==> src/rtl/esp_srst_sequencer_if.sv <==
// Soft-reset sequencer bundle: ESP link request and drain acks in,
// per-domain resets and status out.
interface esp_srst_sequencer_if #(
   parameter int NDOM = 4
);
   logic            srst_in;
   logic [NDOM-1:0] drain_ack;
   logic            drain_req;
   logic [NDOM-1:0] domain_rstn;
   logic            busy;
   logic            seq_done;
   logic            drain_timeout;

   modport master (
      output srst_in, drain_ack,
      input  drain_req, domain_rstn, busy, seq_done, drain_timeout
   );

   modport slave (
      input  srst_in, drain_ack,
      output drain_req, domain_rstn, busy, seq_done, drain_timeout
   );
endinterface

==> src/rtl/esp_srst_sequencer.sv <==
// Turns the ESP soft-reset level into drain, assert-all, then
// index-ordered per-domain reset release.
module esp_srst_sequencer #(
   parameter int NDOM          = 4,
   parameter int GAP_CYCLES    = 16,
   parameter int DRAIN_TIMEOUT = 1024
) (
   input logic                 clk,
   input logic                 rstn,
   esp_srst_sequencer_if.slave bus
);
   localparam int MAXC  = (GAP_CYCLES > DRAIN_TIMEOUT) ?
                          GAP_CYCLES : DRAIN_TIMEOUT;
   localparam int CNT_W = $clog2(MAXC) + 1;
   localparam int IDX_W = (NDOM > 1) ? $clog2(NDOM) : 1;

   localparam logic [CNT_W-1:0] GAP_LAST = CNT_W'(GAP_CYCLES - 1);
   localparam logic [CNT_W-1:0] DT_LAST  = CNT_W'(DRAIN_TIMEOUT - 1);
   localparam logic [IDX_W-1:0] IDX_LAST = IDX_W'(NDOM - 1);

   typedef enum logic [1:0] {
      IDLE,
      DRAIN,
      HOLD,
      RELEASE
   } state_e;

   state_e           state_q, state_d;
   logic             srst_q, srst_d;
   logic [CNT_W-1:0] cnt_q, cnt_d;
   logic [IDX_W-1:0] idx_q, idx_d;
   logic [NDOM-1:0]  dom_q, dom_d;
   logic             dreq_q, dreq_d;
   logic             busy_q, busy_d;
   logic             done_q, done_d;
   logic             dto_q, dto_d;
   logic             rise;
   logic             all_ack;

   assign rise    = bus.srst_in & ~srst_q;
   assign all_ack = &bus.drain_ack;

   always_ff @(posedge clk) begin
      if (!rstn) begin
         state_q <= IDLE;
         srst_q  <= 1'b0;
         cnt_q   <= '0;
         idx_q   <= '0;
         dom_q   <= '1;
         dreq_q  <= 1'b0;
         busy_q  <= 1'b0;
         done_q  <= 1'b0;
         dto_q   <= 1'b0;
      end else begin
         state_q <= state_d;
         srst_q  <= srst_d;
         cnt_q   <= cnt_d;
         idx_q   <= idx_d;
         dom_q   <= dom_d;
         dreq_q  <= dreq_d;
         busy_q  <= busy_d;
         done_q  <= done_d;
         dto_q   <= dto_d;
      end
   end

   always_comb begin
      state_d = state_q;
      srst_d  = bus.srst_in;
      cnt_d   = cnt_q;
      idx_d   = idx_q;
      dom_d   = dom_q;
      dreq_d  = dreq_q;
      done_d  = 1'b0;
      dto_d   = dto_q;
      unique case (state_q)
         IDLE: begin
            if (rise) begin
               state_d = DRAIN;
               dreq_d  = 1'b1;
               cnt_d   = '0;
               dto_d   = 1'b0;
            end
         end
         DRAIN: begin
            if (all_ack || cnt_q == DT_LAST) begin
               state_d = HOLD;
               dreq_d  = 1'b0;
               dom_d   = '0;
               cnt_d   = '0;
               if (!all_ack) dto_d = 1'b1;
            end else begin
               cnt_d = cnt_q + CNT_W'(1);
            end
         end
         HOLD: begin
            if (!bus.srst_in && cnt_q == GAP_LAST) begin
               dom_d[0] = 1'b1;
               cnt_d    = '0;
               if (NDOM == 1) begin
                  state_d = IDLE;
                  done_d  = 1'b1;
               end else begin
                  state_d = RELEASE;
                  idx_d   = IDX_W'(1);
               end
            end else if (cnt_q != GAP_LAST) begin
               cnt_d = cnt_q + CNT_W'(1);
            end
         end
         RELEASE: begin
            // Restart skips DRAIN: traffic is already stopped
            if (rise) begin
               state_d = HOLD;
               dom_d   = '0;
               cnt_d   = '0;
            end else if (cnt_q == GAP_LAST) begin
               dom_d[idx_q] = 1'b1;
               cnt_d        = '0;
               idx_d        = idx_q + IDX_W'(1);
               if (idx_q == IDX_LAST) begin
                  state_d = IDLE;
                  done_d  = 1'b1;
               end
            end else begin
               cnt_d = cnt_q + CNT_W'(1);
            end
         end
         default: state_d = IDLE;
      endcase
      busy_d = (state_d != IDLE);
   end

   assign bus.drain_req     = dreq_q;
   assign bus.domain_rstn   = dom_q;
   assign bus.busy          = busy_q;
   assign bus.seq_done      = done_q;
   assign bus.drain_timeout = dto_q;
endmodule

==> src/flat_wrapper.sv <==
// flat-port wrapper written by rule: the top's interface ports become plain ports
module esp_srst_sequencer_flat 
#(
   parameter int NDOM          = 4,
   parameter int GAP_CYCLES    = 16,
   parameter int DRAIN_TIMEOUT = 1024
)
  (clk, rstn, bus_srst_in, bus_drain_ack, bus_drain_req, bus_domain_rstn, bus_busy, bus_seq_done, bus_drain_timeout);
  esp_srst_sequencer_if #(.NDOM(NDOM)) bus_i ();
  input logic clk;
  input logic rstn;
  input wire logic [$bits(bus_i.srst_in)-1:0] bus_srst_in;
  input wire logic [$bits(bus_i.drain_ack)-1:0] bus_drain_ack;
  output wire logic [$bits(bus_i.drain_req)-1:0] bus_drain_req;
  output wire logic [$bits(bus_i.domain_rstn)-1:0] bus_domain_rstn;
  output wire logic [$bits(bus_i.busy)-1:0] bus_busy;
  output wire logic [$bits(bus_i.seq_done)-1:0] bus_seq_done;
  output wire logic [$bits(bus_i.drain_timeout)-1:0] bus_drain_timeout;
  assign bus_i.srst_in = bus_srst_in;
  assign bus_i.drain_ack = bus_drain_ack;
  assign bus_drain_req = bus_i.drain_req;
  assign bus_domain_rstn = bus_i.domain_rstn;
  assign bus_busy = bus_i.busy;
  assign bus_seq_done = bus_i.seq_done;
  assign bus_drain_timeout = bus_i.drain_timeout;
  esp_srst_sequencer #(.NDOM(NDOM), .GAP_CYCLES(GAP_CYCLES), .DRAIN_TIMEOUT(DRAIN_TIMEOUT)) u_core (.clk(clk), .rstn(rstn), .bus(bus_i));
endmodule
==> config.mk <==
export PLATFORM = sky130hd
export DESIGN_NAME = esp_srst_sequencer_flat
export DESIGN_NICKNAME = d
export VERILOG_FILES = /design/src/rtl/esp_srst_sequencer_if.sv /design/src/rtl/esp_srst_sequencer.sv /design/src/flat_wrapper.sv
export SDC_FILE = /design/constraint.sdc
export NUM_CORES = 1
export LEC_CHECK = 0
export ABC_AREA = 1
export BUFFER_PORTS_ARGS = -buffer_cell sky130_fd_sc_hd__buf_4
export CELL_PAD_IN_SITES_DETAIL_PLACEMENT = 1
export CELL_PAD_IN_SITES_GLOBAL_PLACEMENT = 2
export CORE_MARGIN = 4
export CORE_UTILIZATION = 32
export CTS_CLUSTER_SIZE = 25
export DETAILED_ROUTE_END_ITERATION = 7
export GPL_TIMING_DRIVEN = 0
export PLACE_DENSITY_LB_ADDON = 0.1
export SKIP_LAST_GASP = 1
export SLEW_MARGIN = 10
export SYNTH_ARGS = -nofsm -noshare
export SYNTH_HDL_FRONTEND = slang
export SYNTH_SLANG_ARGS = --single-unit
==> constraint.sdc <==
create_clock -name clk -period 2 [get_ports clk]
set_input_delay 0 -clock clk [delete_from_list [all_inputs] [get_ports clk]]
set_output_delay 0 -clock clk [all_outputs]
set_load 0.05 [all_outputs]
==> run_results.csv <==
group,metric,value,unit
outcome,status,"finished clean",
cells_and_area,fin_area,0.00176,sq mm
pwr,ir_worst_vdd,0.373,mV
pwr,p_leak,0.828,nW
clocking,cts-root-buf,"clkbuf_8",
yosys,synth_commonest_cells,"nand2_1 (60), inv_1 (31), nor2_1 (26), dfxtp_1 (24), nand3_1 (20)",
sta,rsz0062_at_grt,"false",
yosys,ys_seq_area_share,31.7,%
critical_path,critPathRequiredTime,2.16,ns
route,drt_wl_total,4290,microns
sta,finalClockSkew,0.00265,ns
pwr,intPower,0.735,mW
place,gp_congestion,0.780,
yosys,synth_cells,227,
route,routedWlPerCell,14.4,microns
cells_and_area,fin_cells,298,
pwr,power_switching_share,30.5,%
floorplan,ioPinCount,15,
critical_path,critPathLaunchType,"flip-flop",
run,cap_violations,0,
yosys,async_flop_share,0,%
yosys,synth_cell_types,29,
place,place_hpwl,3390,microns
sta,slew_headroom,64.5,%
critical_path,cp.arrival,1.99,ns
floorplan,die_area,0.00590,sq mm
critical_path,crit_type,"reg -> reg",
yosys,syn-num-nets,239,
yosys,synth_edf_count,0,
sta,fin_crit,1.82,ns
route,viasPerCell,4.99,
route,ant_nets,0,
yosys,synth_ff_type,"dfxtp_1",
cells_and_area,num-nets-final,259,
place,place_area,0.00169,sq mm
floorplan,core,0.00447,sq mm
critical_path,critical_path.max_fanout,6,
clocking,numCtsBuffers,3,
route,dr.first_iter.drc_count,100,
cells_and_area,final.fill_count,585,
pwr,power_density,603,mW/mm^2
clocking,htree_levels,1,
yosys,synth_area_leader_cell,"dfxtp_1",
cells_and_area,post-route-util,39.2,%
sta,fin_ws,0.175,ns
sta,setup-violations-final,0,
sta,fmax,0.548,GHz
cells_and_area,diodes,0,
sta,slew_violations,0,
clocking,cts_tree,"yes",
pwr,power_frac_comb,19.3,%
route,vias,1487,
grt,overflow,0,
route,drc,0,
yosys,yosysMostFrequentCell,"nand2_1",
clocking,clock-sinks,24,
cells_and_area,area_delta_synth_final,15.8,%
floorplan,rows,24,
clocking,clkTransAtPathRegs,0.09,ns
sta,worst_pin_slew,0.533,ns
pwr,switching_power,0.323,mW
clocking,clk_latency,0.27,ns
pwr,power_frac_seq,48.8,%
yosys,synth.top_cell.area_share,31.7,%
yosys,ys_seq_elements,24,
grt,grt_usage,15.6,%
hold_path,hp-class,"in -> reg",
yosys,syn_avg_cell_area,6.68,sq um
place,port_buffers,14,
grt,grt_pass1_wl,7490,microns
grt,grt_pass1_vias,1470,
yosys,syn-cell-area,0.00152,sq mm
grt,antenna_found_initial,0,
floorplan,die_y,76.8,microns
yosys,yosysWarnings,0,
clocking,clk_path_buf_depth,2,
floorplan,initial_core_util,33.9,%
place,dp_cells,293,
grt,grt_max_degree,14,
yosys,ys_top_cells_by_area,"dfxtp_1 (32%), nand2_1 (15%), inv_1 (7.7%)",
route,drt_pass1_iterations,4,
floorplan,fp.dieW,76.8,microns
sta,period_share,91.2,%
pwr,clock_power_share,31.9,%
sta,hold_viol,0,
sta,setup_tns,0,ns
critical_path,critPathCaptureType,"flip-flop",
place,place_ws,0.150,ns
cells_and_area,layout-drive-gt1-share,16.3,%
-- cell usage in the layout, fill, tap and decap left out, types with 7 or more instances in the layout --
cell type  netlist  layout
nand2_1         60      60
inv_1           31      31
nor2_1          26      26
dfxtp_1         24      23
nand3_1         20      20
buf_4            1      15
nand4_1         10      10
o21ai_0          7       7
o211ai_1         7       7
-- critical path: stages, from the launching register on --
cell     delay, ns
dfxtp_1       0.38
ha_2          0.23
nand2_1       0.07
nor2_2        0.25
nand3_1       0.20
nand3_2       0.15
nand3_2       0.14
o21ai_2       0.24
nor2_1        0.06
-- state kept, by name, summed over array words and instances (netlist names) --
signal,flops
u_core.bus.drain_timeout,1
u_core.idx_q,2
u_core.srst_q,1
u_core.bus.busy,1
u_core.bus.domain_rstn,4
u_core.bus.drain_req,1
u_core.cnt_q,11
u_core.state_q,2
u_core.bus.seq_done,1
-- layer usage --
| metal | vias up | part of all wire, % | track usage [%] |
|---|---|---|---|
| met5 | - | 0 | 0 |
| met4 | 0 | 0.49 | 1.63 |
| met3 | 2 | 3.2 | 3.28 |
| met2 | 16 | 42 | 23.3 |
| met1 | 684 | 55 | 23.6 |
| li1 | 785 | - | - |
-- layout make-up --
type	count	area (sq um)	share of cell area [%]
buffer	2	11.3	0.641
clock buffer	4	55.1	3.14
inverter	34	130	7.41
sequential	24	482	27.4
tap	52	65.1	3.71
multi-input combinational	167	897	51.1
timing repair buffer	15	115	6.56
-- power by group through the flow --
| stage | Combinational (mW) | Clock, mW | Sequential, mW |
|---|---|---|---|
| final | 0.204 | 0.338 | 0.516 |
| after global routing | 0.225 | 0.380 | 0.521 |
| after CTS | 0.207 | 0.364 | 0.516 |
| after detailed placement | 0.204 | 0 | 0.527 |
| after global placement | 0.204 | 0 | 0.527 |
| after floorplan | 0.0981 | 0 | 0.566 |
-- cells by family after synthesis --
| family | share of synthesized area [%] |
|---|---|
| simple gates | 42.5 |
| fa+ha+maj | 4.13 |
| compound gates | 11.8 |
| xor+xnor | 0.578 |
| buf+inv | 9.32 |
| flops | 31.7 |
-- path summary, 6_finish.rpt --
path | start | end | slack [ns] | cells past startpoint
worst max-delay path | u_core.cnt_q[1] | u_core.cnt_q[3] | 0.18 | 8
worst max register to register | u_core.cnt_q[1] | u_core.cnt_q[3] | 0.18 | 8
worst min register to register | u_core.bus.drain_req | u_core.bus.drain_req | 0.46 | 2
worst min-delay path | rstn | u_core.bus.drain_timeout | 0.008 | 3
-- through the flow --
| stage | power (mW) | hold slack [ns] |
|---|---|---|
| 3_3_place_gp | 0.732 | 0.234 |
| 3_5_place_dp | 0.732 | 0.241 |
| 4_1_cts | 1.09 | 0.00254 |
| 5_1_grt | 1.13 | 0.00531 |
| 6_report | 1.06 | 0.00800 |
| 2_1_floorplan | 0.664 | 0.0935 |
-- timing repair --
item                                    in CTS  in global routing
endpoints found under the setup margin       0                 10
endpoints found under the hold margin        1                  0
buffers inserted                             0                  0
hold buffers                                 1                  0
gates resized for setup                      0                  2
Power figures use the tool's default switching activity.
